==> src/rtl/mdio_phy_responder.sv <==
// PHY-side clause-22 MDIO responder: decodes management frames sampled on
// MDC rise events and serves a small PHY register file.
//
// state  | meaning
// -------+----------------------------------------------------------------
// IDLE   | counting preamble 1s; a 0 after a full preamble starts a frame
// ST     | expecting the second start bit (1)
// OP     | collecting the 2-bit opcode (10 read, 01 write)
// PHYAD  | collecting the 5-bit PHY address
// REGAD  | collecting the 5-bit register address, then dispatch
// TA     | turnaround: read drives 0 on bit 2, write checks 1 then 0
// WDATA  | shifting in 16 write data bits, commit on the last
// RDATA  | shifting out 16 read data bits, release the pad afterwards
// SKIP   | frame addressed to another PHY, sit out TA + data
module mdio_phy_responder #(
    parameter logic [4:0]  PHY_ADDR     = 5'h01,
    parameter int          NUM_REGS     = 8,
    parameter int          PREAMBLE_MIN = 32,
    parameter logic [15:0] PHY_ID1      = 16'h0022,
    parameter logic [15:0] PHY_ID2      = 16'h1619,
    parameter logic [15:0] REG0_DEFAULT = 16'h3100
) (
    input  logic clk,
    input  logic rst,
    input  logic mdc_i,
    input  logic md_i,
    output logic md_o,
    output logic md_oe,
    input  logic link_up_i,
    output logic wr_strobe_o,
    output logic rd_strobe_o,
    output logic frame_err_o
);

    localparam int              IDXW       = $clog2(NUM_REGS);
    localparam int              PCW        = $clog2(PREAMBLE_MIN + 1);
    localparam logic [PCW-1:0]  PRE_MAX    = PCW'(PREAMBLE_MIN);
    localparam logic [5:0]      NUM_REGS_L = 6'(NUM_REGS);

    typedef enum logic [3:0] {
        S_IDLE, S_ST, S_OP, S_PHYAD, S_REGAD, S_TA, S_WDATA, S_RDATA, S_SKIP
    } state_t;

    state_t         state, state_nxt;
    logic [4:0]     bit_cnt, bit_cnt_nxt;
    logic [PCW-1:0] pre_cnt, pre_cnt_nxt;
    logic           md_o_nxt, md_oe_nxt;
    logic           err_nxt, wr_nxt, rd_nxt;

    logic           mdc_s1, mdc_s2, mdc_q, md_s1, md_s2;
    logic           mdc_rise;

    logic [14:0]    shift_in;
    logic [15:0]    rd_shift;
    logic           is_read;
    logic           phy_match;
    logic [4:0]     regad;
    logic [15:0]    rw_regs [NUM_REGS];
    logic [4:0]     bits5;
    logic [15:0]    wdata;
    logic [15:0]    rd_value;
    logic           last_bit;

    // Two-flop synchronisers for the asynchronous MDC/MDIO inputs, plus edge history.
    always_ff @(posedge clk) begin
        mdc_s1 <= mdc_i;
        mdc_s2 <= mdc_s1;
        mdc_q  <= mdc_s2;
        md_s1  <= md_i;
        md_s2  <= md_s1;
    end

    assign mdc_rise = mdc_s2 & ~mdc_q;
    assign bits5    = {shift_in[3:0], md_s2};
    assign wdata    = {shift_in, md_s2};
    assign last_bit = (bit_cnt == 5'd0);

    // Read mux evaluated while the last register address bit is being sampled.
    always_comb begin
        rd_value = 16'h0000;
        if (bits5 == 5'd1)
            rd_value = 16'h7809 | {13'b0, link_up_i, 2'b0};
        else if (bits5 == 5'd2)
            rd_value = PHY_ID1;
        else if (bits5 == 5'd3)
            rd_value = PHY_ID2;
        else if ({1'b0, bits5} < NUM_REGS_L)
            rd_value = rw_regs[bits5[IDXW-1:0]];
    end

    // State, bit counter, preamble counter and registered pad/strobe outputs.
    always_ff @(posedge clk) begin
        if (rst) begin
            state       <= S_IDLE;
            bit_cnt     <= 5'd0;
            pre_cnt     <= '0;
            md_o        <= 1'b0;
            md_oe       <= 1'b0;
            wr_strobe_o <= 1'b0;
            rd_strobe_o <= 1'b0;
            frame_err_o <= 1'b0;
        end else begin
            state       <= state_nxt;
            bit_cnt     <= bit_cnt_nxt;
            pre_cnt     <= pre_cnt_nxt;
            md_o        <= md_o_nxt;
            md_oe       <= md_oe_nxt;
            wr_strobe_o <= wr_nxt;
            rd_strobe_o <= rd_nxt;
            frame_err_o <= err_nxt;
        end
    end

    // Frame decoder: advances one step per MDC rise event; bit_cnt counts down to 0 on the last bit of a field.
    always_comb begin
        state_nxt   = state;
        bit_cnt_nxt = bit_cnt;
        pre_cnt_nxt = pre_cnt;
        md_o_nxt    = md_o;
        md_oe_nxt   = md_oe;
        err_nxt     = 1'b0;
        wr_nxt      = 1'b0;
        rd_nxt      = 1'b0;
        if (mdc_rise) begin
            unique case (state)
                S_IDLE: begin
                    if (md_s2) begin
                        if (pre_cnt != PRE_MAX)
                            pre_cnt_nxt = pre_cnt + PCW'(1);
                    end else if (pre_cnt == PRE_MAX) begin
                        state_nxt   = S_ST;
                        pre_cnt_nxt = '0;
                    end else begin
                        pre_cnt_nxt = '0;
                    end
                end
                S_ST: begin
                    if (md_s2) begin
                        state_nxt   = S_OP;
                        bit_cnt_nxt = 5'd1;
                    end else begin
                        state_nxt = S_IDLE;
                        err_nxt   = 1'b1;
                    end
                end
                S_OP: begin
                    if (!last_bit) begin
                        bit_cnt_nxt = bit_cnt - 5'd1;
                    end else if (shift_in[0] != md_s2) begin
                        state_nxt   = S_PHYAD;
                        bit_cnt_nxt = 5'd4;
                    end else begin
                        state_nxt = S_IDLE;
                        err_nxt   = 1'b1;
                    end
                end
                S_PHYAD: begin
                    if (!last_bit) begin
                        bit_cnt_nxt = bit_cnt - 5'd1;
                    end else begin
                        state_nxt   = S_REGAD;
                        bit_cnt_nxt = 5'd4;
                    end
                end
                S_REGAD: begin
                    if (!last_bit) begin
                        bit_cnt_nxt = bit_cnt - 5'd1;
                    end else if (!phy_match) begin
                        state_nxt   = S_SKIP;
                        bit_cnt_nxt = 5'd17;
                    end else if (is_read) begin
                        state_nxt   = S_TA;
                        bit_cnt_nxt = 5'd0;
                        rd_nxt      = 1'b1;
                    end else begin
                        state_nxt   = S_TA;
                        bit_cnt_nxt = 5'd1;
                    end
                end
                S_TA: begin
                    if (is_read) begin
                        // Second turnaround bit is ours: drive 0, then the data follows.
                        md_oe_nxt   = 1'b1;
                        md_o_nxt    = 1'b0;
                        state_nxt   = S_RDATA;
                        bit_cnt_nxt = 5'd16;
                    end else if (!last_bit) begin
                        if (md_s2) begin
                            bit_cnt_nxt = 5'd0;
                        end else begin
                            state_nxt = S_IDLE;
                            err_nxt   = 1'b1;
                        end
                    end else if (!md_s2) begin
                        state_nxt   = S_WDATA;
                        bit_cnt_nxt = 5'd15;
                    end else begin
                        state_nxt = S_IDLE;
                        err_nxt   = 1'b1;
                    end
                end
                S_WDATA: begin
                    if (!last_bit) begin
                        bit_cnt_nxt = bit_cnt - 5'd1;
                    end else begin
                        state_nxt = S_IDLE;
                        wr_nxt    = 1'b1;
                    end
                end
                S_RDATA: begin
                    // 16 rises present data[15]..data[0]; the 17th releases the pad.
                    if (!last_bit) begin
                        md_o_nxt    = rd_shift[15];
                        bit_cnt_nxt = bit_cnt - 5'd1;
                    end else begin
                        md_oe_nxt = 1'b0;
                        md_o_nxt  = 1'b0;
                        state_nxt = S_IDLE;
                    end
                end
                S_SKIP: begin
                    if (!last_bit)
                        bit_cnt_nxt = bit_cnt - 5'd1;
                    else
                        state_nxt = S_IDLE;
                end
                default: state_nxt = S_IDLE;
            endcase
        end
    end

    // Field capture, read shifter and register file updates.
    always_ff @(posedge clk) begin
        if (rst) begin
            shift_in  <= '0;
            rd_shift  <= '0;
            is_read   <= 1'b0;
            phy_match <= 1'b0;
            regad     <= '0;
            for (int i = 0; i < NUM_REGS; i++)
                rw_regs[i] <= (i == 0) ? REG0_DEFAULT : 16'h0000;
        end else if (mdc_rise) begin
            if (state inside {S_OP, S_PHYAD, S_REGAD, S_WDATA})
                shift_in <= {shift_in[13:0], md_s2};
            if (state == S_OP && last_bit)
                is_read <= shift_in[0] & ~md_s2;
            if (state == S_PHYAD && last_bit)
                phy_match <= (bits5 == PHY_ADDR);
            if (state == S_REGAD && last_bit) begin
                regad    <= bits5;
                rd_shift <= rd_value;
            end
            if (state == S_RDATA && !last_bit)
                rd_shift <= {rd_shift[14:0], 1'b0};
            if (wr_nxt) begin
                if (regad == 5'd0) begin
                    // Bit 15 is a self-clearing soft reset of every R/W register.
                    if (wdata[15]) begin
                        for (int i = 0; i < NUM_REGS; i++)
                            rw_regs[i] <= (i == 0) ? REG0_DEFAULT : 16'h0000;
                    end else begin
                        rw_regs[0] <= wdata;
                    end
                end else if (regad >= 5'd4 && {1'b0, regad} < NUM_REGS_L) begin
                    rw_regs[regad[IDXW-1:0]] <= wdata;
                end
            end
        end
    end

endmodule
==> config.mk <==
export PLATFORM = sky130hd
export DESIGN_NAME = mdio_phy_responder
export DESIGN_NICKNAME = d
export VERILOG_FILES = /design/src/rtl/mdio_phy_responder.sv
export SDC_FILE = /design/constraint.sdc
export NUM_CORES = 1
export LEC_CHECK = 0
export BUFFER_PORTS_ARGS = -buffer_cell sky130_fd_sc_hd__buf_2
export CAP_MARGIN = 20
export CORE_UTILIZATION = 34
export CTS_CLUSTER_DIAMETER = 80
export DETAILED_ROUTE_END_ITERATION = 10
export SETUP_SLACK_MARGIN = 0.05
export SYNTH_ARGS = -nofsm -noshare
export SYNTH_HDL_FRONTEND = slang
export SYNTH_SLANG_ARGS = --single-unit
==> constraint.sdc <==
create_clock -name clk -period 2.7 [get_ports clk]
set_input_delay 0.405 -clock clk [delete_from_list [all_inputs] [get_ports clk]]
set_output_delay 0.405 -clock clk [all_outputs]
set_load 0.05 [all_outputs]
==> impl_results.md, run 1 <==
* Status: complete, no violations
* Unrepaired setup endpoints after global routing: no
* Critical path class: reg -> reg
* Worst hold slack at 59.7 ps
* Post-route DRC at 0
* Final clock skew at 15.8 ps
* Detail Route Antenna Nets at 0
* Die height at 162 um
* Top-area cell type share of the netlist area at 44.0%
* Initial Util at 34.7%
* Max Freq at 0.404 GHz
* Fin. Hold Viols at 0
* Syn. warnings at 0
* Nets at 781
* H-tree level count at 4
* R2r setup slk at 230 ps
* Die footprint at 0.0263 sq mm
* Crit path required time at 2840 ps
* CTS tree: built
* Clock transition at path regs at 80 ps
* Number of DRC markers in iteration 0 at 458
* Synth async-reset ratio at 0%
* Synthesized instance count at 687
* Die width at 162 um
* PortBufs at 9
* Worst reg2reg startpoint: bit_cnt[0]$_SDFFE_PP0P_
* Seq cells post-synth at 191
* Clk buf depth at 2
* Cell taking the most area after synthesis: edfxtp_1
* Fin crit share at 91.6%
* Main flop type after synthesis: edfxtp_1
* Num CTS Buffers at 17
* I/O pin count at 10
* Layout cell share with drive strength beyond 1 at 18.5%
* Nature of the critical path startpoint: flop
* Critical path peak fanout at 16
* Post-CTS Setup Inserts at 0
* Vias per cell at 5.11
* Library cells used by synthesis at 77
* Max-slew violation count at 0
* EDFF count, synth at 128
* Core Footprint at 0.0252 sq mm
* Gpl congestion at 0.850
* Dominant cells by area after synthesis: edfxtp_1 44%, dfxtp_1 14%, mux4_2 6.7%, and2_1 4.9%, mux2i_1 4.2%
* TNS Setup at 0 ps
* DR pass1 iterations at 4
* VDD IR-drop max at 0.430 mV
* Pwr dens at 594 mW/mm^2
* DR vias at 5682
* Max Cap Violations at 0
* Worst EP arrival at 2610 ps
* Sink Count at 191
* Critical path launch point: bit_cnt[0]$_SDFFE_PP0P_
* Synthesized area at 0.00873 sq mm
* First-pass GRT wire length at 31000 um
* Initial antenna violation count at 0
* Static Leak at 0.00384 uW
* Routed len/inst at 17.7 um
* Total Wirelength at 19700 um
* Vias in the first global route at 5433
* HP Class: in -> reg
* Final number of setup-violating endpoints at 0
* ANT cells at 0
* Clk_lat worst skew at 450 ps
* Post-DP HPWL at 13300 um
* Aggregate global routing overflow at 0
* Syn avg cell area at 12.7 sq um
* HP Start: md_i
* Final critical-path required period at 2470 ps
* Filler cells at 2326
* Syn-to-layout area delta at 17.2%
* CTS Root Cell: clkbuf_16
* Rel. slew slack at 43.8%
* FP Rows at 58
* Tot GR Track Use at 15.8%
* Crit end category: flop
* Pin count of the biggest net entering global routing at 49
* Worst Max-Slew Pin Slew at 843 ps
* Seq/Total Area, Yosys at 58.5%
==> metrics by stage <==
stage	utilization [%]	cell area [sq um]	std cells	total power, uW	worst slack (ps)
after global routing	40.6	10200	1112	6270	71.3
after detailed placement	38.0	9580	1079	3580	108
final	40.6	10200	1112	6080	228
after global placement	38.0	9580	1079	3580	169
after floorplan	-	8910	735	3480	67.8
after CTS	40.5	10200	1111	6120	89.3
==> synthesized netlist by cell type, types with 3 or more instances <==
| cell type | n |
|---|---|
| o211ai_1 | 13 |
| xor2_1 | 4 |
| inv_1 | 15 |
| o211a_1 | 7 |
| ha_1 | 7 |
| a22o_1 | 3 |
| nor4_1 | 11 |
| nand3b_1 | 3 |
| a22oi_1 | 3 |
| nor3_1 | 11 |
| buf_2 | 11 |
| a31oi_1 | 11 |
| nand2b_1 | 13 |
| mux4_2 | 26 |
| a21boi_0 | 3 |
| o221ai_1 | 3 |
| edfxtp_1 | 128 |
| mux2i_1 | 37 |
| o21ai_0 | 24 |
| nand4_1 | 5 |
| nor2b_1 | 6 |
| a211oi_1 | 12 |
| nand3_1 | 8 |
| a21oi_1 | 23 |
| a21o_1 | 3 |
| nand2_1 | 20 |
| clkbuf_1 | 25 |
| mux2_2 | 6 |
| buf_1 | 4 |
| buf_6 | 3 |
| and2_1 | 69 |
| dfxtp_1 | 63 |
| and3_1 | 3 |
| nor2_1 | 49 |
==> critical path, stage by stage (launching register included) <==
cell and delay (ps):
dfxtp_1 310, inv_1 70, ha_1 160, or4b_4 520, nor4_4 370, nand3_4 210, nor3_4 160, nand2b_2 130
buf_4 240
==> registers in the layout (all words and copies together) (netlist names), 4 cells and up <==
register  flops
bit_cnt       5
pre_cnt       6
rd_shift     16
regad         5
rw_regs     128
shift_in     15
state         4
==> report_power, final <==
| part | switching, uW | leakage, uW | total (uW) | internal [uW] |
|---|---|---|---|---|
| registers | 30.7 | 0.00179 | 3250 | 3220 |
| logic | 158 | 0.00175 | 264 | 106 |
| clock network | 1300 | 0.000294 | 2570 | 1260 |
| total | 1490 | 0.00384 | 6080 | 4590 |
==> repair_timing <==
| action | 4_1_cts | 5_1_grt |
|---|---|---|
| endpoints found under the setup margin | 0 | 67 |
| hold buffers | 0 | 0 |
| resized for setup | 0 | 6 |
==> routing by layer <==
layer	part of all wire [%]	vias to the layer above	track usage (%)	wire, um
met1	46	2854	21.2	9150
li1	-	2707	-	-
met3	3.3	23	2.83	643
met2	49	98	25.9	9630
met5	0	-	0	0
met4	1.5	0	5.27	294
==> cell type report <==
| cell class | instances | area (sq um) | share of cell area (%) |
|---|---|---|---|
| Sequential cell | 191 | 5110 | 49.9 |
| Multi-Input combinational cell | 480 | 3540 | 34.6 |
| Timing Repair Buffer | 61 | 488 | 4.77 |
| Inverter | 18 | 67.6 | 0.660 |
| Tap cell | 330 | 413 | 4.04 |
| Clock buffer | 17 | 425 | 4.16 |
| Clock inverter | 15 | 186 | 1.82 |
==> kinds of logic after synthesis <==
kind of cell    Yosys count  synth area share [%]
simple gates            223                  15.0
other cells               1                0.0430
flops                   191                  58.5
buf+inv                  64                  3.24
xor+xnor                  6                 0.602
mux                      69                  11.7
compound gates          126                  9.88
fa+ha+maj                 7                  1.00
==> placed cells by master (no fill, tap or decap), drive strengths merged, types with 9 or more instances in the layout <==
cell | netlist | routed
nor2 | 49 | 49
nand2 | 20 | 20
a31oi | 11 | 11
a21oi | 24 | 24
nand3 | 9 | 9
clkinv | 2 | 9
nor4 | 12 | 12
inv | 16 | 23
dfxtp | 63 | 63
mux4 | 26 | 26
and2 | 69 | 69
a211oi | 12 | 12
nand2b | 13 | 13
mux2i | 37 | 37
buf | 19 | 61
clkbuf | 27 | 17
o211ai | 13 | 13
nor3 | 15 | 15
edfxtp | 128 | 128
o21ai | 25 | 25
conb | 1 | 49
==> worst paths after layout <==
| path | cells past startpoint | end |
|---|---|---|
| setup / recovery | 8 | rw_regs[5][2]$_SDFFCE_PN0P_ |
| hold / removal | 1 | md_s1$_DFF_P_ |
| setup reg to reg | 8 | rw_regs[5][2]$_SDFFCE_PN0P_ |
| hold reg to reg | 0 | mdc_s2$_DFF_P_ |
Power figures use the tool's default switching activity.
==> run 2, diff against run 1 <==
- RECOVER_POWER: default -> 50
==> run 2 against run 1 <==
Against the previous run: largest cell class unchanged; clock skew hardly changed; sequential share of layout area rose by 0.30 points; critical path type unchanged; combinational power barely moved; utilization down 0.24 points; register-to-register slack worse by 40 ps; non-clock buffer count unchanged; global-route usage unchanged; routed wire length is 0.28% lower; sequential power hardly changed.
==> impl_results.md, run 2 (synthesized netlist as in run 1, its figures left out) <==
* Area of the multi-input gates at 0.00353 sq mm
* Worst EP arrival at 2660 ps
* Filler cells at 2345
* Detail Route Antenna Nets at 0
* Routed len/inst at 17.7 um
* Delay-heaviest family, CP: simple AND/OR/NAND/NOR gates
* Number of DRC markers in iteration 0 at 491
* Sink Count at 191
* HP Class: in -> reg
* FF+latch area at 0.00511 sq mm
* Num CTS Buffers at 17
* Final clock skew at 15.7 ps
* Die footprint at 0.0263 sq mm
* CTS tree: built
* Pwr dens at 597 mW/mm^2
* Tot GR Track Use at 15.8%
* Initial antenna violation count at 0
* Worst Max-Slew Pin Slew at 926 ps
* CTS Root Cell: clkbuf_16
* Max-slew violation count at 0
* Hold buffers post-CTS at 0
* Die height at 162 um
* Post-DP HPWL at 13300 um
* DR vias at 5653
* Total Wirelength at 19700 um
* Vias in the first global route at 5433
* Critical path buffer and inverter count at 2
* Clk buf depth at 2
* Max FFs per register at 128
* Die width at 162 um
* H-tree level count at 4
* Max Cap Violations at 0
* Crit path required time at 2850 ps
* Max Freq at 0.398 GHz
* I/O pin count at 10
* Final number of setup-violating endpoints at 0
* Status: complete, no violations
* Finished Layout Cells at 1112
* Critical path peak fanout at 16
* Slowest cell on crit path: or4b_4
* Commonest non-fill, non-tap cell in the layout: edfxtp_1
* Core Footprint at 0.0252 sq mm
* ANT cells at 0
* Final critical-path required period at 2510 ps
* Final Power at 6070 uW
* Commonest cells after routing, fill and taps aside: 128 x edfxtp_1, 62 x dfxtp_1, 57 x and2_1
* Pin count of the biggest net entering global routing at 49
* Slowest stage delay, CP at 520 ps
* R2r setup slk at 190 ps
* Clock transition at path regs at 80 ps
* Critical path class: reg -> reg
* Nature of the critical path startpoint: flop
* Hold depth at 1
* Initial Util at 34.7%
* Largest reg by FF count: rw_regs
* Clk_lat worst skew at 450 ps
* Syn-to-layout area delta at 16.5%
* Top Registers: rw_regs x128, rd_shift x16, shift_in x15
* VDD IR-drop max at 0.427 mV
* Fin crit share at 93.0%
* Aggregate global routing overflow at 0
* Static Leak at 0.00377 uW
* First-pass GRT wire length at 31000 um
* CP Cell Sequence: inv_1, ha_1, or4b_4, nor4_4, nand3_4, nor3_1, nand2b_1, buf_12
* Unrepaired setup endpoints after global routing: no
* Vias per cell at 5.08
* Nets at 781
* Gpl congestion at 0.850
* PortBufs at 9
* FP Rows at 58
* DP Cell Count at 1079
* Post-route DRC at 0
* DR pass1 iterations at 5
* TNS Setup at 0 ps
* Crit end category: flop
* Layout cell share with drive strength beyond 1 at 16.6%
* Fin. Hold Viols at 0
* Worst hold slack at 62.8 ps
* Worst r2r path cells at 8
* Rel. slew slack at 37.6%
* WP depth at 8
-- run 2: where the power goes --
part	switching, uW	internal [uW]
combinational	158	104
sequential	30.7	3220
clock	1290	1260
-- run 2: what timing repair did --
item / in CTS / in global routing
gates resized for setup: 0 / 6
buffers inserted: 0 / 0
setup endpoints to repair: 0 / 67
-- run 2: per-stage QoR --
stage          instance area, sq um  util (%)  setup slack, ps
2_1_floorplan                  8910         -             67.8
3_3_place_gp                   9580      38.0              169
3_5_place_dp                   9580      38.0              108
4_1_cts                       10200      40.5             89.3
5_1_grt                       10200      40.4             49.3
6_report                      10200      40.4              190
-- run 2: final timing paths --
kind,from,to
worst max-delay path,bit_cnt[0]$_SDFFE_PP0P_,rw_regs[7][2]$_SDFFCE_PN0P_
worst min-delay path,md_i,md_s1$_DFF_P_
worst max register to register,bit_cnt[0]$_SDFFE_PP0P_,rw_regs[7][2]$_SDFFCE_PN0P_
worst min register to register,mdc_s1$_DFF_P_,mdc_s2$_DFF_P_
-- run 2: per-layer routing --
metal,up-vias,wire [um],track usage (%)
li1,2701,-,-
met1,2813,8960,21.2
met2,116,9610,25.9
met3,23,772,2.83
met4,0,323,5.27
met5,-,0,0
-- run 2: final cells by class --
type	instances	area share, %
clock inverter	15	1.83
multi-input combinational	480	34.7
tap	330	4.06
clock buffer	17	4.18
timing repair buffer	61	4.33
sequential	191	50.2
inverter	18	0.664
==> run 3, diff against run 2 <==
- clock period: 2.7 -> 2.3 ns (I/O delays scaled with it)
==> run 3 against run 2 <==
Against the previous run: the run now ends with setup timing left; utilization rose by 2.2 points; combinational power rose by 34%; routed wire length rose by 4.1%; final area rose by 5.5%; fmax rose by 7.6%; clock skew fell by 5.3 ps; non-clock buffer count rose by 23; clock power rose by 22%; via count rose by 2.3%; critical path depth did not move; setup slack got worse by 220 ps; register-to-register slack got worse by 220 ps.
==> impl_results.md, run 3 (synthesized netlist as in run 1, its figures left out) <==
* Status: finished with violations
* Violated checks: setup timing
* H-tree level count at 4
* Die width at 162 um
* FF+latch area at 0.00511 sq mm
* Num CTS Buffers at 17
* Critical path peak fanout at 8
* Critical path launch point: bit_cnt[1]$_SDFFE_PP0P_
* Commonest non-fill, non-tap cell in the layout: edfxtp_1
* Final number of setup-violating endpoints at 30
* Delay-heaviest family, CP: simple AND/OR/NAND/NOR gates
* Worst slack, placed at -56.7 ps
* DR pass1 iterations at 4
* PortBufs at 9
* HP Start: md_i
* CTS tree: built
* Hold depth at 1
* WP depth at 8
* Sink Count at 191
* Max Cap Violations at 0
* Total Wirelength at 20500 um
* Initial Util at 34.7%
* Pin count of the biggest net entering global routing at 27
* Max-slew violation count at 0
* Post-DP HPWL at 13900 um
* CTS Root Cell: clkbuf_16
* Vias in the first global route at 5664
* Static Leak at 0.00404 uW
* Final clock skew at 10.4 ps
* Final critical-path required period at 2330 ps
* Largest reg by FF count: rw_regs
* Fin. Hold Viols at 0
* DR vias at 5785
* Worst reg2reg startpoint: bit_cnt[1]$_SDFFE_PP0P_
* Crit path required time at 2430 ps
* DP Cell Count at 1088
* VDD IR-drop max at 0.483 mV
* Routed len/inst at 17.9 um
* First-pass GRT wire length at 31900 um
* Worst EP arrival at 2460 ps
* CP Cell Sequence: inv_2, ha_4, or4b_4, nor4_4, nand3_2, buf_6, nor3_4, nand2b_4
* Filler cells at 2298
* Crit end category: flop
* Max Freq at 0.429 GHz
* Gpl congestion at 0.835
* Layout cell share with drive strength beyond 1 at 22.4%
* Syn-to-layout area delta at 23.0%
* Final Power at 7280 uW
* HP Class: in -> reg
* Setup ws final at -32.3 ps
* Core Footprint at 0.0252 sq mm
* Worst hold slack at 18.0 ps
* FP Rows at 58
* Worst r2r path cells at 8
* Detail Route Antenna Nets at 0
* Die footprint at 0.0263 sq mm
* Nets at 811
* Aggregate global routing overflow at 0
* Top Registers: rw_regs x128, rd_shift x16, shift_in x15
* Fin crit share at 101%
* Critical path class: reg -> reg
* Tot GR Track Use at 16.2%
* Worst Max-Slew Pin Slew at 674 ps
* I/O pin count at 10
* Critical path buffer and inverter count at 2
* Post-route DRC at 0
* Slowest cell on crit path: or4b_4
* Unrepaired setup endpoints after global routing: yes
* Clock transition at path regs at 70 ps
* Final Core Density at 42.6%
* Rel. slew slack at 55.0%
* Finished Layout Cells at 1142
* Clk buf depth at 2
* Max FFs per register at 128
* Pwr dens at 679 mW/mm^2
* Area of the multi-input gates at 0.00372 sq mm
* Clk_lat worst skew at 440 ps
* Vias per cell at 5.07
* Commonest cells after routing, fill and taps aside: 128 x edfxtp_1, 69 x and2_1, 60 x dfxtp_1
* Slowest stage delay, CP at 490 ps
* ANT cells at 0
* Die height at 162 um
* Number of DRC markers in iteration 0 at 459
* Initial antenna violation count at 0
* Nature of the critical path startpoint: flop
-- run 3: cell count changes in the layout (fill, tap and decap cells not counted), sizes merged --
cell         previous run  this run
clkinv                  9        10
inv                    23        20
bufinv                  0         3
buf                    43        73
nand2b                 13        16
a21oi                  24        25
dlygate4sd3             0         1
clkbuf                 35        29
-- run 3: area by class of cell --
| type | count | share of cell area, % |
|---|---|---|
| timing repair buffer | 84 | 6.86 |
| clock inverter | 13 | 1.61 |
| clock buffer | 19 | 4.13 |
| timing repair inverter | 3 | 0.385 |
| sequential | 191 | 47.6 |
| tap | 330 | 3.85 |
| multi-input combinational | 484 | 34.6 |
| inverter | 18 | 0.910 |
-- run 3: worst paths after layout --
kind | slack, ps | to
hold reg to reg | 330 | md_s2$_DFF_P_
setup reg to reg | -30 | rw_regs[6][1]$_SDFFCE_PN0P_
setup / recovery | -30 | rw_regs[6][1]$_SDFFCE_PN0P_
hold / removal | 20 | md_s1$_DFF_P_
-- run 3: power breakdown --
part | switching (uW) | leakage, uW | total, uW | internal [uW]
Clock | 1350 | 0.000301 | 3120 | 1770
Combinational | 205 | 0.00194 | 351 | 146
Sequential | 36.4 | 0.00179 | 3820 | 3780
Total | 1590 | 0.00404 | 7280 | 5690
-- run 3: stage by stage --
step	instance area [sq um]	TNS, ps
after floorplan	8980	0
after global placement	9740	-2950
after detailed placement	9740	-3500
after CTS	10500	-71.3
after global routing	10700	-7800
final	10700	-454
-- run 3: layer usage --
metal	track usage, %	share of wire [%]	up-vias	wire [um]
li1	-	-	2779	-
met1	21.5	46	2852	9430
met2	26.6	48	128	9880
met3	3.14	3.9	26	808
met4	4.89	1.7	0	350
met5	0	0	-	0
-- run 3: what timing repair did --
action                                 4_1_cts  5_1_grt
resized for setup                           15       33
setup endpoints to repair                  123      191
cloned                                       4        3
setup buffers                                4       10
pin swaps                                    3        4
endpoints found under the hold margin        1        0
hold buffers                                 1        0
